==> src/rtl/univ_shift_reg.sv <==
// Universal shift register: hold, parallel load, logical/arithmetic shifts,
// rotates, and a serial-out sequence that streams a loaded word MSB-first.
module univ_shift_reg #(
  parameter int WIDTH = 4
) (
  input  logic             clk,
  input  logic             rst_n,
  input  logic             en,
  input  logic [2:0]       mode,
  input  logic [WIDTH-1:0] din,
  input  logic             sin,
  output logic [WIDTH-1:0] dout,
  output logic             sout,
  output logic             busy,
  output logic             done
);

  typedef enum logic {
    IDLE,
    SHIFT
  } state_e;

  typedef enum logic [2:0] {
    M_HOLD   = 3'b000,
    M_LOAD   = 3'b001,
    M_SHL    = 3'b010,
    M_SHR    = 3'b011,
    M_ASR    = 3'b100,
    M_ROL    = 3'b101,
    M_ROR    = 3'b110,
    M_SEROUT = 3'b111
  } mode_e;

  localparam int CW = $clog2(WIDTH + 1);
  // Counter value seen on the edge that performs the final shift.
  localparam logic [CW-1:0] LAST = CW'(WIDTH - 1);

  state_e          state;
  state_e          state_nxt;
  mode_e           op;
  logic [CW-1:0]   cnt;
  logic [CW-1:0]   cnt_nxt;
  logic [WIDTH-1:0] dout_nxt;
  logic            sout_nxt;
  logic            busy_nxt;
  logic            done_nxt;

  assign op = mode_e'(mode);

  // State register.
  always_ff @(posedge clk) begin
    if (!rst_n) state <= IDLE;
    else        state <= state_nxt;
  end

  // Next-state decode: enter SHIFT on SEROUT, leave after the final shift.
  always_comb begin
    state_nxt = state;
    if (en) begin
      case (state)
        IDLE:    if (op == M_SEROUT) state_nxt = SHIFT;
        SHIFT:   if (cnt == LAST)    state_nxt = IDLE;
        default: state_nxt = IDLE;
      endcase
    end
  end

  // Output/datapath next values; done defaults low so it can only pulse.
  always_comb begin
    dout_nxt = dout;
    sout_nxt = sout;
    cnt_nxt  = cnt;
    busy_nxt = busy;
    done_nxt = 1'b0;
    if (en) begin
      case (state)
        IDLE: begin
          case (op)
            M_HOLD: ;
            M_LOAD: dout_nxt = din;
            M_SHL: begin
              dout_nxt = {dout[WIDTH-2:0], sin};
              sout_nxt = dout[WIDTH-1];
            end
            M_SHR: begin
              dout_nxt = {sin, dout[WIDTH-1:1]};
              sout_nxt = dout[0];
            end
            M_ASR: begin
              dout_nxt = {dout[WIDTH-1], dout[WIDTH-1:1]};
              sout_nxt = dout[0];
            end
            M_ROL: begin
              dout_nxt = {dout[WIDTH-2:0], dout[WIDTH-1]};
              sout_nxt = dout[WIDTH-1];
            end
            M_ROR: begin
              dout_nxt = {dout[0], dout[WIDTH-1:1]};
              sout_nxt = dout[0];
            end
            M_SEROUT: begin
              dout_nxt = din;
              cnt_nxt  = '0;
              busy_nxt = 1'b1;
            end
            default: ;
          endcase
        end
        SHIFT: begin
          sout_nxt = dout[WIDTH-1];
          dout_nxt = {dout[WIDTH-2:0], sin};
          cnt_nxt  = cnt + CW'(1);
          if (cnt == LAST) begin
            busy_nxt = 1'b0;
            done_nxt = 1'b1;
          end
        end
        default: ;
      endcase
    end
  end

  // Registered outputs and shift counter.
  always_ff @(posedge clk) begin
    if (!rst_n) begin
      dout <= '0;
      sout <= 1'b0;
      cnt  <= '0;
      busy <= 1'b0;
      done <= 1'b0;
    end else begin
      dout <= dout_nxt;
      sout <= sout_nxt;
      cnt  <= cnt_nxt;
      busy <= busy_nxt;
      done <= done_nxt;
    end
  end

endmodule

==> config.mk <==
export PLATFORM = sky130hd
export DESIGN_NAME = univ_shift_reg
export DESIGN_NICKNAME = d
export VERILOG_FILES = /design/src/rtl/univ_shift_reg.sv
export SDC_FILE = /design/constraint.sdc
export NUM_CORES = 1
export LEC_CHECK = 0
export CORE_ASPECT_RATIO = 0.9
export CORE_MARGIN = 4
export CORE_UTILIZATION = 51
export CTS_CLUSTER_DIAMETER = 100
export DETAILED_ROUTE_END_ITERATION = 6
export PLACE_DENSITY = 0.8
export SYNTH_ARGS = -nofsm -noshare
export SYNTH_HDL_FRONTEND = slang
export SYNTH_SLANG_ARGS = --single-unit
==> constraint.sdc <==
create_clock -name clk -period 3.3 [get_ports clk]
set_input_delay 0.99 -clock clk [delete_from_list [all_inputs] [get_ports clk]]
set_output_delay 0.99 -clock clk [all_outputs]
set_load 0.02 [all_outputs]
==> impl_metrics.env, run 1 <==
export IMPL_outcome="complete, no violations"
export IMPL_rows=12
export IMPL_utilization_pct=70.2
export IMPL_clock_latency_ns=0.27
export IMPL_r2r_start="state$_SDFFE_PN0P_"
export IMPL_slew_viol_final=0
export IMPL_cts_buffers=3
export IMPL_synth_top_area_share_pct=29.5
export IMPL_start_util_pct=57.2
export IMPL_layout_common_cells="17 x clkdlybuf4s50_1, 14 x nand2_1, 11 x dfxtp_1"
export IMPL_fp_coreArea_um2=1310
export IMPL_worst_hold_startpoint="sout$_SDFFE_PN0P_"
export IMPL_dpl_cell_area_um2=891
export IMPL_grt_use_met3_pct=7.07
export IMPL_synth_top_area_cell="dfxtp_1"
export IMPL_setup_ws_ns=0.795
export IMPL_synth_warnings=0
export IMPL_start_kind="primary input"
export IMPL_reg2reg_slack_ns=1.91
export IMPL_setup_viol=0
export IMPL_drive_gt1_share_pct=6.31
export IMPL_min_path_type="flip-flop to flip-flop"
export IMPL_die_area_um2=2140
export IMPL_antenna_found_initial=0
export IMPL_report_final_hold_viol_count=0
export IMPL_synth_edf_count=0
export IMPL_syn_to_final_growth_pct=22.8
export IMPL_syn_num_nets=111
export IMPL_cts_setup_buffers=0
export IMPL_clk_pin_slew_worst_paths_ns=0.08
export IMPL_r2r_end="dout[1]$_SDFFE_PN0P_"
export IMPL_dp_hpwl_um=1240
export IMPL_dr_pass1_iters=4
export IMPL_worstMarginPinSlew_ns=0.658
export IMPL_fin_skew_ns=0.0107
export IMPL_gp_congestion=0.771
export IMPL_htree_levels=1
export IMPL_crit_slowest_cell="clkdlybuf4s50_1"
export IMPL_totalNegativeSetupSlack_ns=0
export IMPL_seq_area_frac_synth_pct=29.5
export IMPL_drc=0
export IMPL_viasPerCell=6.26
export IMPL_hold_end="sout$_SDFFE_PN0P_"
export IMPL_yosysUniqueCellTypes=36
export IMPL_grt_use_met1_pct=23.1
export IMPL_slowest_delay_ns=0.75
export IMPL_postSynthCellCount=98
export IMPL_power_density_nw_per_um2=358
export IMPL_grt_max_degree=23
export IMPL_crit_type="primary input to flip-flop"
export IMPL_avgSynthCellArea_um2=7.62
export IMPL_cts_repair_resized=0
export IMPL_design_area_um2=917
export IMPL_synthArstFlopShare_pct=0
export IMPL_grt_pass1_vias=714
export IMPL_crit_fanout=22
export IMPL_path_cells="clkdlybuf4s50_1 -> and3_1 -> o21ai_0 -> a21oi_1 -> nor2b_1"
export IMPL_rsz0062_at_grt="no"
export IMPL_dp_cells=121
export IMPL_cts_hold_buffers=0
export IMPL_fp_dieH_um=44.3
export IMPL_fmax_mhz=399
export IMPL_antenna_left=0
export IMPL_layout_commonest_cell="clkdlybuf4s50_1"
export IMPL_routed_wl_um=1820
export IMPL_cts_sinks=11
export IMPL_cts_root_buffer="clkbuf_4"
export IMPL_fin_crit_sh_pct=75.9
export IMPL_antenna_cells=0
export IMPL_crit_arrival_ns=2.71
export IMPL_grt_pass1_wl_um=3090
export IMPL_grt_overflow=0
export IMPL_pre_cts_slack_ns=0.562
export IMPL_grtUsageMet2_pct=28.1
export IMPL_top_usage_layer="met2"
export IMPL_nets=125
export IMPL_synth_seq_cells=11
export IMPL_reg2reg_depth=3
export IMPL_fin_crit_ns=2.50
export IMPL_ys_flop_type="dfxtp_1"
export IMPL_ir_drop_mv=0.292
export IMPL_track_usage_pct=18.1
export IMPL_port_buffers=17
export IMPL_dr_first_iter_drc_count=32
export IMPL_hold_depth=2
export IMPL_leakagePower_uw=0.000331
export IMPL_cts_tree="built"
export IMPL_synth_area_leaders="dfxtp_1 29%, nand2_1 7.0%, o21ai_0 5.4%"
export IMPL_final_cells=125
export IMPL_vias=783
export IMPL_synth_area_um2=747
export IMPL_die_x_um=48.3
export IMPL_maxCapViolations=0
export IMPL_end_kind="flip-flop"
export IMPL_max_slew_margin_pct=56.0
export IMPL_io_pins=18
export IMPL_wire_per_inst_um=14.5
export IMPL_clk_path_buf_depth=2
export IMPL_worstPathRequired_ns=3.51
==> cells in the mapped netlist, drive strengths merged (2+ instances only) <==
cell type	number
a31o	2
o22ai	2
ha	2
nor2	5
nand4	2
o21ai	10
inv	3
nand3	5
buf	6
nor2b	4
a21oi	6
dfxtp	11
nand3b	2
nand2	14
a31oi	4
clkbuf	2
==> power by group <==
part / switching (uW) / internal (uW) / leakage (uW)
Combinational: 41.8 / 43.1 / 0.000227
Sequential: 10.2 / 140 / 0.0000898
Clock: 46.5 / 46.8 / 0.0000150
Total: 98.6 / 230 / 0.000331
==> final cells by class <==
class / count / area [um2]
Tap cell: 14 / 17.5
Sequential cell: 11 / 220
Clock buffer: 4 / 26.3
Inverter: 3 / 11.3
Fill cell: 116 / 389
Timing Repair Buffer: 17 / 170
Multi-Input combinational cell: 76 / 472
==> per-stage QoR <==
stage | hold slack, ns | power (uW)
3_3_place_gp | 0.455 | 236
4_1_cts | 0.479 | 331
6_report | 0.476 | 328
5_1_grt | 0.494 | 346
2_1_floorplan | 0.476 | 205
3_5_place_dp | 0.468 | 237
==> logic make-up after synthesis <==
kind of cell	after synthesis	share of synthesized area, %
simple gates	37	24.8
compound gates	35	31.8
buf+inv	11	7.37
flops	11	29.5
fa+ha+maj	2	3.35
xor+xnor	1	1.17
mux	1	2.01
==> metal layers <==
metal  vias up  part of all wire [%]
met5         -                     0
met4         0                  0.94
met3         4                   8.3
met2        33                    45
met1       357                    46
li1        389                     -
==> registers in the layout, summed over array words and instances, names as in the netlist <==
name,count
done,1
sout,1
cnt,3
state,1
dout,4
busy,1
==> worst max path at each step <==
stage	from	endpoint
after floorplan	mode[0]	sout$_SDFFE_PN0P_
after global placement	mode[2]	sout$_SDFFE_PN0P_
after detailed placement	mode[0]	cnt[0]$_SDFFE_PN0P_
after CTS	mode[0]	cnt[0]$_SDFFE_PN0P_
after global routing	mode[0]	sout$_SDFFE_PN0P_
final	mode[0]	cnt[0]$_SDFFE_PN0P_
==> critical path, delay by kind of cell <==
| kind | cells | cell delay [ns] |
|---|---|---|
| AOI/OAI and AO/OA | 2 | 0.45 |
| buffers and inverters | 1 | 0.75 |
| and+or+nand+nor | 2 | 0.52 |
Power figures use the tool's default switching activity.
==> run 2: changes to the inputs <==
--- a/config.mk
+++ b/config.mk
@@ -7,10 +7,10 @@
 export LEC_CHECK = 0
 export CORE_ASPECT_RATIO = 0.9
 export CORE_MARGIN = 4
-export CORE_UTILIZATION = 51
+export CORE_UTILIZATION = 47
 export CTS_CLUSTER_DIAMETER = 100
 export DETAILED_ROUTE_END_ITERATION = 6
-export PLACE_DENSITY = 0.8
+export PLACE_DENSITY = 0.74
 export SYNTH_ARGS = -nofsm -noshare
 export SYNTH_HDL_FRONTEND = slang
 export SYNTH_SLANG_ARGS = --single-unit
==> constraint.sdc (replaced) <==
create_clock -name clk -period 2.6 [get_ports clk]
set_input_delay 0.78 -clock clk [delete_from_list [all_inputs] [get_ports clk]]
set_output_delay 0.78 -clock clk [all_outputs]
set_load 0.02 [all_outputs]
==> run 2 against run 1 <==
  * Power is 27% higher
  * Critical path depth is 4 lower
  * Via count is 0.77% lower
  * Non-clock buffer count is 3 higher
  * Sequential share of layout area is 0.85 points lower
  * Global-route usage is 1.7 points lower
  * Combinational power is 31% higher
  * Sequential power is 27% higher
  * Die area is 7.0% higher
  * Cell count is 8.8% higher
  * Wire length is 4.7% lower
  * Critical path type is now flip-flop to primary output
  * Largest power group unchanged
  * Highest routed layer unchanged
==> impl_metrics.env, run 2 (synthesized netlist as in run 1, its figures left out) <==
export IMPL_reg2reg_depth=3
export IMPL_die_x_um=50.0
export IMPL_path_cells="clkdlybuf4s50_1"
export IMPL_cp_top_family="buffers and inverters"
export IMPL_reg2reg_slack_ns=1.22
export IMPL_dpl_cell_area_um2=923
export IMPL_min_path_type="flip-flop to flip-flop"
export IMPL_end_kind="primary output"
export IMPL_dp_hpwl_um=1320
export IMPL_hold_depth=2
export IMPL_worst_hold_startpoint="sout$_SDFFE_PN0P_"
export IMPL_r2r_end="dout[2]$_SDFFE_PN0P_"
export IMPL_start_util_pct=50.5
export IMPL_clk_pin_slew_worst_paths_ns=0.07
export IMPL_drc=0
export IMPL_report_final_hold_viol_count=0
export IMPL_crit_arrival_ns=1.39
export IMPL_ir_drop_mv=0.278
export IMPL_totalNegativeSetupSlack_ns=0
export IMPL_maxCapViolations=0
export IMPL_grt_overflow=0
export IMPL_reg_largest_list="dout: 4 flops, cnt: 3 flops"
export IMPL_cts_root_buffer="clkbuf_4"
export IMPL_max_flop_register="dout"
export IMPL_io_pins=18
export IMPL_slowest_delay_ns=0.65
export IMPL_fin_skew_ns=0.00673
export IMPL_grt_pass1_wl_um=2850
export IMPL_cts_buffers=3
export IMPL_worst_path_buf_inv=1
export IMPL_antenna_left=0
export IMPL_max_slew_margin_pct=63.8
export IMPL_dr_pass1_iters=4
export IMPL_die_area_um2=2290
export IMPL_crit_type="flip-flop to primary output"
export IMPL_slew_viol_final=0
export IMPL_fmax_mhz=461
export IMPL_cts_repair_resized=0
export IMPL_antenna_found_initial=0
export IMPL_drive_gt1_share_pct=9.65
export IMPL_crit_fanout=6
export IMPL_largest_register_ffs=4
export IMPL_htree_levels=1
export IMPL_power_density_nw_per_um2=439
export IMPL_start_kind="flip-flop"
export IMPL_hold_end="sout$_SDFFE_PN0P_"
export IMPL_fin_crit_sh_pct=83.4
export IMPL_design_area_um2=951
export IMPL_cts_setup_buffers=0
export IMPL_grt_pass1_vias=657
export IMPL_cts_hold_buffers=0
export IMPL_fp_dieH_um=45.8
export IMPL_cts_tree="built"
export IMPL_clk_path_buf_depth=2
export IMPL_r2r_start="state$_SDFFE_PN0P_"
export IMPL_wire_per_inst_um=12.7
export IMPL_dr_first_iter_drc_count=18
export IMPL_rows=13
export IMPL_grt_max_degree=18
export IMPL_gp_congestion=0.867
export IMPL_clock_latency_ns=0.27
export IMPL_viasPerCell=5.71
export IMPL_worstMarginPinSlew_ns=0.542
export IMPL_worstPathRequired_ns=1.82
export IMPL_fp_coreArea_um2=1480
export IMPL_setup_viol=0
export IMPL_layout_common_cells="17 x clkdlybuf4s50_1, 14 x nand2_1, 11 x dfxtp_1"
export IMPL_leakagePower_uw=0.000349
export IMPL_layout_commonest_cell="clkdlybuf4s50_1"
export IMPL_rsz0062_at_grt="no"
export IMPL_track_usage_pct=16.5
export IMPL_port_buffers=17
export IMPL_crit_slowest_cell="clkdlybuf4s50_1"
export IMPL_syn_to_final_growth_pct=27.3
export IMPL_fin_crit_ns=2.17
export IMPL_outcome="complete, no violations"
export IMPL_routed_wl_um=1730
export IMPL_cts_sinks=11
export IMPL_antenna_cells=0
export IMPL_nets=128
export IMPL_vias=777
## run 2: worst max-delay path by stage
stage,startpoint,end,slack [ns],cells past startpoint
finish,dout[3]$_SDFFE_PN0P_,dout[3],0.43,1
global route,dout[3]$_SDFFE_PN0P_,dout[3],0.37,1
CTS,dout[3]$_SDFFE_PN0P_,dout[3],0.42,1
detailed placement,mode[2],sout$_SDFFE_PN0P_,0.21,5
global placement,mode[2],cnt[1]$_SDFFE_PN0P_,0.27,5
floorplan,mode[0],sout$_SDFFE_PN0P_,0.96,5
## run 2: layer usage
layer,wire length (um),track usage [%]
met1,811,21.8
met2,794,25.5
met3,117,6.23
met4,8,3.31
met5,0,0
## run 2: report_power, final
group	internal (uW)	switching (uW)	total (uW)
Clock	57.0	59.4	116
Combinational	57.6	53.2	111
Sequential	178	12.3	190
## run 2: stage by stage
step,power [uW],hold WS (ns),utilization [%],setup slack (ns),std cells
6_report,417,0.483,64.2,0.430,136
5_1_grt,442,0.503,64.2,0.368,136
4_1_cts,423,0.487,64.2,0.422,136
3_5_place_dp,304,0.477,62.4,0.211,132
3_3_place_gp,303,0.464,62.4,0.265,132
2_1_floorplan,260,0.476,-,0.960,98
## run 2: area by class of cell
| cell class | count | area [um2] |
|---|---|---|
| clock buffer | 3 | 22.5 |
| clock inverter | 1 | 5.00 |
| timing repair buffer | 20 | 193 |
| sequential | 11 | 220 |
| tap | 22 | 27.5 |
| inverter | 3 | 11.3 |
| fill | 144 | 529 |
| multi-input combinational | 76 | 472 |
==> run 3: changes to the inputs <==
==> constraint.sdc (replaced) <==
create_clock -name clk -period 2 [get_ports clk]
set_input_delay 0.6 -clock clk [delete_from_list [all_inputs] [get_ports clk]]
set_output_delay 0.6 -clock clk [all_outputs]
set_load 0.02 [all_outputs]
==> run 3 against run 2 <==
  * Worst hold slack worse by 0.019 ns
  * Global-route usage is 3.0 points higher
  * Non-clock buffer count is 7 higher
  * Sequential share of layout area is 1.3 points lower
  * First-iteration DRC count is 22% lower
  * Register-to-register slack worse by 0.59 ns
  * Clock power is 35% higher
  * Cell count is 5.1% higher
  * Combinational power is 46% higher
  * Die area stayed put
  * Critical path type unchanged
==> impl_metrics.env, run 3 (synthesized netlist as in run 1, its figures left out) <==
export IMPL_min_path_type="flip-flop to flip-flop"
export IMPL_dp_hpwl_um=1450
export IMPL_worstMarginPinSlew_ns=0.561
export IMPL_syn_to_final_growth_pct=34.7
export IMPL_fin_crit_sh_pct=96.0
export IMPL_cp_top_family="buffers and inverters"
export IMPL_cts_setup_buffers=0
export IMPL_nets=135
export IMPL_max_flop_register="dout"
export IMPL_io_pins=18
export IMPL_cts_sinks=11
export IMPL_crit_arrival_ns=1.32
export IMPL_grt_pass1_wl_um=3350
export IMPL_routed_wl_um=1910
export IMPL_gp_congestion=0.823
export IMPL_largest_register_ffs=4
export IMPL_grt_pass1_vias=755
export IMPL_fp_coreArea_um2=1480
export IMPL_grt_max_degree=18
export IMPL_p_sw_share_pct=30.7
export IMPL_clk_path_buf_depth=2
export IMPL_start_util_pct=50.5
export IMPL_ir_drop_mv=0.459
export IMPL_dpl_cell_area_um2=976
export IMPL_design_area_um2=1010
export IMPL_report_final_hold_viol_count=0
export IMPL_max_slew_margin_pct=62.5
export IMPL_slew_viol_final=0
export IMPL_cts_tree="built"
export IMPL_worstPathRequired_ns=1.40
export IMPL_final_cells=143
export IMPL_htree_levels=1
export IMPL_worst_path_buf_inv=1
export IMPL_crit_type="flip-flop to primary output"
export IMPL_combPwrFrac_pct=28.9
export IMPL_total_power_uw=562
export IMPL_crit_slowest_cell="clkdlybuf4s50_1"
export IMPL_clk_pin_slew_worst_paths_ns=0.07
export IMPL_totalNegativeSetupSlack_ns=0
export IMPL_antenna_cells=0
export IMPL_viasPerCell=5.64
export IMPL_reg_largest_list="dout: 4 flops, cnt: 3 flops"
export IMPL_clock_latency_ns=0.28
export IMPL_dr_first_iter_drc_count=14
export IMPL_slowest_delay_ns=0.64
export IMPL_crit_fanout=5
export IMPL_setup_viol=0
export IMPL_dp_cells=139
export IMPL_drive_gt1_share_pct=14.9
export IMPL_cts_hold_buffers=0
export IMPL_power_density_nw_per_um2=559
export IMPL_start_kind="flip-flop"
export IMPL_die_x_um=50.0
export IMPL_p_sw_uw=172
export IMPL_fmax_mhz=521
export IMPL_vias=806
export IMPL_die_area_um2=2290
export IMPL_antenna_found_initial=0
export IMPL_cts_buffers=3
export IMPL_layout_common_cells="16 x clkdlybuf4s50_1, 14 x nand2_1, 11 x dfxtp_1"
export IMPL_grt_overflow=0
export IMPL_layout_commonest_cell="clkdlybuf4s50_1"
export IMPL_fp_dieH_um=45.8
export IMPL_fin_skew_ns=0.00436
export IMPL_leakagePower_uw=0.000399
export IMPL_rows=13
export IMPL_antenna_left=0
export IMPL_outcome="complete, no violations"
export IMPL_maxCapViolations=0
export IMPL_wire_per_inst_um=13.3
export IMPL_port_buffers=17
export IMPL_seqPwrFrac_pct=43.3
export IMPL_rsz0062_at_grt="no"
export IMPL_fin_crit_ns=1.92
export IMPL_reg2reg_slack_ns=0.63
export IMPL_end_kind="primary output"
export IMPL_drc=0
export IMPL_pwr_share_clk_pct=27.9
export IMPL_track_usage_pct=19.4
export IMPL_cts_root_buffer="clkbuf_4"
export IMPL_holdWs_ns=0.465
export IMPL_path_cells="clkdlybuf4s50_1"
export IMPL_dr_pass1_iters=4
export IMPL_internal_power_uw=390
[run 3: changes by cell type in the layout (fill, tap and decap cells not counted), sizes merged]
| cell | previous run | this run |
|---|---|---|
| clkdlybuf4s50 | 17 | 16 |
| dlymetal6s2s | 0 | 1 |
| buf | 3 | 10 |
[run 3: cell type report]
type,count,area (um2)
Sequential cell,11,220
Clock buffer,3,22.5
Multi-Input combinational cell,76,472
Timing Repair Buffer,27,248
Tap cell,22,27.5
Clock inverter,1,5.00
Inverter,3,11.3
Fill cell,135,474
[run 3: metrics by stage]
stage	setup WS (ns)	utilization [%]
floorplan	0.540	-
global route	0.0141	68.0
CTS	0.0528	67.8
finish	0.0804	68.0
global placement	-0.0692	65.9
detailed placement	-0.142	65.9
[run 3: power by group through the flow]
stage / clock network [uW] / registers (uW) / logic [uW]
2_1_floorplan: 0 / 259 / 78.5
3_5_place_dp: 0 / 248 / 162
3_3_place_gp: 0 / 248 / 159
6_report: 157 / 243 / 162
5_1_grt: 168 / 245 / 177
4_1_cts: 158 / 243 / 163
[run 3: layer usage]
layer / GRT usage [%] / share of wire [%] / vias to the layer above / wire [um]
met5: 0 / 0 / - / 0
met4: 4.97 / 0.52 / 0 / 10
met3: 6.56 / 5.8 / 2 / 110
met2: 31.0 / 45 / 22 / 859
met1: 25.1 / 49 / 377 / 928
li1: - / - / 405 / -
[run 3: worst paths after layout]
path / depth (start not counted) / to / start
setup / recovery: 1 / dout[1] / dout[1]$_SDFFE_PN0P_
hold / removal: 2 / sout$_SDFFE_PN0P_ / sout$_SDFFE_PN0P_
setup reg to reg: 3 / dout[1]$_SDFFE_PN0P_ / state$_SDFFE_PN0P_
hold reg to reg: 2 / sout$_SDFFE_PN0P_ / sout$_SDFFE_PN0P_
[run 3: timing repair]
action | CTS | global route
resized for setup | 0 | 1
endpoints found under the hold margin | 0 | 0
setup endpoints to repair | 0 | 1
